## src/rtl/prog_loader_pkg.sv

```systemverilog
// Shared constants and state encoding for the boot-time program loader and the CPU top.
package prog_loader_pkg;

    localparam logic [7:0]  SYNC_BYTE  = 8'hA5;
    localparam int unsigned RAM_ADDR_W = 11;
    localparam int unsigned RAM_DEPTH  = 2048;
    localparam int unsigned RAM_DATA_W = 32;

    typedef enum logic [2:0] {
        ST_IDLE,
        ST_LEN_HI,
        ST_LEN_LO,
        ST_DATA,
        ST_CSUM,
        ST_DONE,
        ST_ERR
    } state_t;

endpackage

```

## src/rtl/prog_loader_idle_timer.sv

```systemverilog
// Counts idle cycles while a frame is open; restarts on every accepted byte.
module idle_timer #(
    parameter int unsigned TIMEOUT = 16000
) (
    input  logic i_clk,
    input  logic i_rst_n,
    input  logic i_run,
    input  logic i_kick,
    output logic o_expired
);

    localparam int unsigned CNT_W = $clog2(TIMEOUT + 1);

    logic [CNT_W-1:0] r_cnt;

    always_ff @(posedge i_clk or negedge i_rst_n) begin
        if (!i_rst_n) begin
            r_cnt <= '0;
        end else if (!i_run || i_kick) begin
            r_cnt <= '0;
        end else if (!o_expired) begin
            r_cnt <= r_cnt + 1'b1;
        end
    end

    assign o_expired = (r_cnt == CNT_W'(TIMEOUT));

endmodule

```

## src/rtl/prog_loader.sv

```systemverilog
// Byte-stream program loader: parses sync/length/data/checksum frames and writes
// 32-bit words into instruction RAM while holding the CPU.
module prog_loader
    import prog_loader_pkg::*;
#(
    parameter int unsigned ADDR_W  = RAM_ADDR_W,
    parameter int unsigned DEPTH   = RAM_DEPTH,
    parameter int unsigned TIMEOUT = 16000
) (
    input  logic                  CLK,
    input  logic                  RST_N,
    input  logic [7:0]            rx_data,
    input  logic                  rx_valid,
    output logic                  rx_ready,
    output logic                  ram_we,
    output logic [ADDR_W-1:0]     ram_addr,
    output logic [RAM_DATA_W-1:0] ram_wdata,
    output logic                  cpu_hold,
    output logic                  load_done,
    output logic                  load_err,
    output logic [ADDR_W:0]       words_loaded
);

    state_t                r_state;
    state_t                w_next;
    logic                  w_accept;
    logic                  w_expired;
    logic                  w_in_frame;
    logic                  w_last_word;
    logic [15:0]           w_len;
    logic [7:0]            r_len_hi;
    logic [15:0]           r_count;
    logic [1:0]            r_byte_idx;
    logic [23:0]           r_shift;
    logic [7:0]            r_csum;
    logic [ADDR_W:0]       r_words;
    logic                  r_ram_we;
    logic [ADDR_W-1:0]     r_ram_addr;
    logic [RAM_DATA_W-1:0] r_ram_wdata;
    logic                  r_cpu_hold;
    logic                  r_load_err;

    assign rx_ready    = (r_state != ST_DONE) && (r_state != ST_ERR);
    assign w_accept    = rx_valid && rx_ready;
    assign w_in_frame  = (r_state == ST_LEN_HI) || (r_state == ST_LEN_LO) ||
                         (r_state == ST_DATA)   || (r_state == ST_CSUM);
    assign w_len       = {r_len_hi, rx_data};
    // The previous word's write has always retired before the next 4th byte arrives.
    assign w_last_word = ((32'(r_words) + 32'd1) == 32'(r_count));

    idle_timer #(.TIMEOUT(TIMEOUT)) u_idle_timer (
        .i_clk     (CLK),
        .i_rst_n   (RST_N),
        .i_run     (w_in_frame),
        .i_kick    (w_accept),
        .o_expired (w_expired)
    );

    always_ff @(posedge CLK or negedge RST_N) begin
        if (!RST_N) begin
            r_state <= ST_IDLE;
        end else begin
            r_state <= w_next;
        end
    end

    always_comb begin
        w_next = r_state;
        case (r_state)
            ST_IDLE:   if (w_accept && rx_data == SYNC_BYTE) w_next = ST_LEN_HI;
            ST_LEN_HI: if (w_accept) w_next = ST_LEN_LO;
            ST_LEN_LO: begin
                if (w_accept) begin
                    if (w_len == 16'd0)             w_next = ST_CSUM;
                    else if (32'(w_len) > DEPTH)    w_next = ST_ERR;
                    else                            w_next = ST_DATA;
                end
            end
            ST_DATA:   if (w_accept && r_byte_idx == 2'd3 && w_last_word) w_next = ST_CSUM;
            ST_CSUM:   if (w_accept) w_next = (rx_data == r_csum) ? ST_DONE : ST_ERR;
            ST_DONE:   w_next = ST_IDLE;
            ST_ERR:    w_next = ST_IDLE;
            default:   w_next = ST_IDLE;
        endcase
        if (w_in_frame && w_expired && !w_accept) w_next = ST_ERR;
    end

    always_ff @(posedge CLK or negedge RST_N) begin
        if (!RST_N) begin
            r_len_hi    <= '0;
            r_count     <= '0;
            r_byte_idx  <= '0;
            r_shift     <= '0;
            r_csum      <= '0;
            r_words     <= '0;
            r_ram_we    <= 1'b0;
            r_ram_addr  <= '0;
            r_ram_wdata <= '0;
            r_cpu_hold  <= 1'b0;
            r_load_err  <= 1'b0;
        end else begin
            r_ram_we <= 1'b0;
            if (r_ram_we) r_words <= r_words + 1'b1;
            case (r_state)
                ST_IDLE: begin
                    if (w_accept && rx_data == SYNC_BYTE) begin
                        r_cpu_hold <= 1'b1;
                        r_load_err <= 1'b0;
                        r_words    <= '0;
                        r_csum     <= '0;
                        r_byte_idx <= '0;
                    end
                end
                ST_LEN_HI: if (w_accept) r_len_hi <= rx_data;
                ST_LEN_LO: if (w_accept) r_count <= w_len;
                ST_DATA: begin
                    if (w_accept) begin
                        r_csum     <= r_csum ^ rx_data;
                        r_byte_idx <= r_byte_idx + 2'd1;
                        r_shift    <= {r_shift[15:0], rx_data};
                        if (r_byte_idx == 2'd3) begin
                            r_ram_we    <= 1'b1;
                            r_ram_addr  <= r_words[ADDR_W-1:0];
                            r_ram_wdata <= {r_shift, rx_data};
                        end
                    end
                end
                ST_DONE: r_cpu_hold <= 1'b0;
                ST_ERR:  r_load_err <= 1'b1;
                default: ;
            endcase
        end
    end

    assign ram_we       = r_ram_we;
    assign ram_addr     = r_ram_addr;
    assign ram_wdata    = r_ram_wdata;
    assign cpu_hold     = r_cpu_hold;
    assign load_done    = (r_state == ST_DONE);
    assign load_err     = r_load_err;
    assign words_loaded = r_words;

endmodule

```

## config.mk

```make
export PLATFORM = sky130hd
export DESIGN_NAME = prog_loader
export DESIGN_NICKNAME = d
export VERILOG_FILES = /design/src/rtl/prog_loader_pkg.sv /design/src/rtl/prog_loader_idle_timer.sv /design/src/rtl/prog_loader.sv
export SDC_FILE = /design/constraint.sdc
export NUM_CORES = 1
export LEC_CHECK = 0
export ABC_CLOCK_PERIOD_IN_PS = 2000
export CORE_UTILIZATION = 51
export DETAILED_ROUTE_END_ITERATION = 6
export GPL_TIMING_DRIVEN = 0
export PLACE_DENSITY = 0.86
export SYNTH_ARGS = -nofsm -noshare
export SYNTH_HDL_FRONTEND = slang
export SYNTH_SLANG_ARGS = --single-unit
```

## constraint.sdc

```tcl
create_clock -name CLK -period 2 [get_ports CLK]
set_input_delay 0.3 -clock CLK [delete_from_list [all_inputs] [get_ports CLK]]
set_output_delay 0.3 -clock CLK [all_outputs]
set_load 0.02 [all_outputs]
```

==> out/qor.yml <==
clock_network:
  cts_root_buf: "clkbuf_16"
  clk_path_buf_depth: 2
  clkTransAtPathRegs_ps: 60
  cts.sinks: 133
  cts_tree: "done"
  numCtsBuffers: 17
  htreeDepth: 4
  insertion_delay_ps: 420
critical_path:
  slowest_stage: "or4b_4"
  cp-start-kind: "flip-flop"
  required_ps: 2300
  r2r_cells: 7
  crit_chain: "ha_2 -> or4b_4 -> a21oi_2 -> nand4_1 -> a2111oi_4 -> a41oi_4 -> a21o_1"
  cp-end-kind: "flip-flop"
  r2r_start: "r_byte_idx[0]"
  path_delay_family: "compound AO/OA/AOI/OAI gates"
  crit_buf_inv: 0
  arrival_ps: 2420
  path_class: "reg -> reg"
  cp.depth: 7
  cp_max_fo: 3
  slowest_delay_ps: 470
  cp-startpoint: "r_byte_idx[0]"
yosys:
  synth_cells: 579
  syn_nets: 594
  ys_warn_count: 0
  yosysMostFrequentCell: "dfrtp_1"
  synth.top_cells.by_count: "dfrtp_1 (133), nand2_1 (104), mux2_2 (62), nor2_1 (55)"
  synth_edf_count: 0
  synth_top_cell_area_share_pct: 52.7
  yosysSeqAreaShare_pct: 52.7
  syn-mean-instance-area_um2: 10.9
  yosys_most_used_dff: "dfrtp_1"
  yosysTopAreaCell: "dfrtp_1"
  synth_cell_types: 56
  syn_area_um2: 6320
  synthTopCellsByArea: "dfrtp_1 (53%), mux2_2 (11%), nand2_1 (6.2%)"
  synth_seq_cells: 133
  synthArstFlopShare_pct: 100
layout:
  drive_gt1_share_pct: 25.3
  nets: 690
  diodes: 0
  multiInputGateArea_um2: 2790
  post-route-cell-area_um2: 8040
  synthToLayoutAreaGrowth_pct: 27.3
  finalNonFillerCells: 856
  nFillCells: 841
  regArea_um2: 3340
power_and_ir_drop:
  p_leak_nw: 3.61
  peakVddDrop_uv: 562
  p_per_area_nw_per_um2: 1600
sta:
  relSlewSlack_pct: 55.9
  drv_slew: 0
  fin_hold_ws_ps: 277
  worst_pin_slew_ps: 658
  clock_skew_ps: 7.34
  grt_setup_unrepaired: "true"
  post-route-period-util_pct: 106
  period_needed_ps: 2120
  hold_viol_final: 0
  layout_setup_ws_ps: -117
  fmaxAchievable_mhz: 472
  finalSetupViolations: 3
floorplan:
  fp.dieH_um: 113
  core_um2: 12100
  chipWidth_um: 113
  start_util_pct: 52.4
  dieArea_um2: 12800
  row_count: 40
  boundaryPins: 71
worst_hold_path:
  hold_depth: 3
  worstHoldPathType: "in -> reg"
  hold_start: "rx_data[7]"
detailed_routing:
  num_vias: 4772
  ant_nets: 0
  remaining_drc_errors: 0
  drt-wirelength-per-cell_um: 17.1
  drt_pass1_iterations: 5
  avgViaCountPerCell: 5.57
  drt-initial-drc-count: 335
  wl_um: 14600
global_routing:
  grt_pass1_vias: 4962
  grt_pass1_wl_um: 24200
  grt_max_degree: 107
  grt_overflow_total: 0
  antenna_found_initial: 0
  grt.total_usage_pct: 24.3
placement:
  place.detailed.hpwl_um: 9340
  dpl.cell_count: 813
  placed_area_um2: 7260
  io_buffers: 65
  preCtsSetupSlack_ps: -955
  globalplace.congestion: 0.848
job:
  maxCapViolCount: 0
status:
  violations: "setup timing"
  status: "complete, but fails checks"
## cell usage in the layout (no fill, tap or decap), types with 5 or more instances in the layout
| cell type | n |
|---|---|
| dfrtp_1 | 124 |
| nand2_1 | 102 |
| mux2_2 | 61 |
| clkdlybuf4s50_1 | 58 |
| nor2_1 | 53 |
| xnor2_1 | 23 |
| o21ai_0 | 21 |
| xor2_1 | 18 |
| clkbuf_16 | 17 |
| buf_4 | 16 |
| nand3_1 | 13 |
| inv_1 | 10 |
| nand4_1 | 10 |
| a21oi_1 | 9 |
| dfrtp_2 | 9 |
| nand2b_1 | 7 |
| nor3_1 | 7 |
| clkbuf_8 | 6 |
| clkbuf_2 | 6 |
| clkbuf_1 | 6 |
| bufbuf_16 | 5 |
| nor2b_1 | 5 |
| dlygate4sd2_1 | 5 |
## final timing paths
| kind | slack [ps] | endpoint |
|---|---|---|
| hold / removal | 280 | r_shift[7] |
| hold reg to reg | 470 | cpu_hold |
| setup reg to reg | -120 | r_state[0] |
| min in group asynchronous | 320 | ram_addr[1] |
| max in group asynchronous | 900 | load_err |
| setup / recovery | -120 | r_state[0] |
## through the flow
stage | setup TNS [ps] | total power [mW] | util (%)
global route | -567 | 13.5 | 66.7
detailed placement | -31350 | 9.20 | 60.2
global placement | -598290 | 8.96 | 59.9
floorplan | -95.2 | 7.53 | -
CTS | -237 | 12.5 | 66.3
finish | -309 | 12.8 | 66.7
## metal layers
layer	wire, µm	share of wire, %	global-route usage, %
met5	0	0	0
met4	325	2.2	10.5
met3	579	4.0	4.82
met2	7590	52	41.8
met1	6120	42	29.8
## worst min-delay path: stages
cell and delay (ps):
bufbuf_16 240, nand2_1 70, nand2_1 50
## sequential cells by signal (all words and copies together) (netlist names)
signal,cells
r_state,3
load_err,1
words_loaded,12
u_idle_timer.r_cnt,14
ram_addr,11
r_count,16
r_csum,8
r_shift,24
ram_wdata,32
ram_we,1
r_byte_idx,2
cpu_hold,1
r_len_hi,8
## layout make-up
class / count / share of cell area (%)
Buffer: 26 / 3.83
Tap cell: 168 / 2.61
Multi-Input combinational cell: 405 / 34.7
Sequential cell: 133 / 41.5
Clock buffer: 20 / 5.68
Timing Repair Buffer: 82 / 9.83
Inverter: 10 / 0.467
Clock inverter: 12 / 1.32
## report_power, final
| part | total (mW) | switching (mW) | internal, mW |
|---|---|---|---|
| logic | 5.41 | 2.80 | 2.62 |
| registers | 4.51 | 0.836 | 3.67 |
| clock network | 2.91 | 1.15 | 1.77 |
| total | 12.8 | 4.78 | 8.06 |
## logic make-up (layout without fill, tap and decap cells)
| kind of cell | after synthesis | in the layout | synth area share (%) |
|---|---|---|---|
| simple gates | 231 | 231 | 16.7 |
| fa+ha+maj | 4 | 4 | 0.792 |
| compound gates | 61 | 61 | 6.67 |
| mux | 67 | 67 | 11.9 |
| buf+inv | 41 | 150 | 5.45 |
| flops | 133 | 133 | 52.7 |
| xor+xnor | 42 | 42 | 5.82 |
## timing repair
| item | CTS | global route |
|---|---|---|
| buffers inserted | 14 | 1 |
| resized for setup | 33 | 20 |
| endpoints found under the hold margin | 27 | 0 |
| pin swaps | 7 | 7 |
| setup endpoints to repair | 71 | 60 |
| hold buffers | 1 | 0 |
No activity file was read; power rests on OpenSTA's default activity.
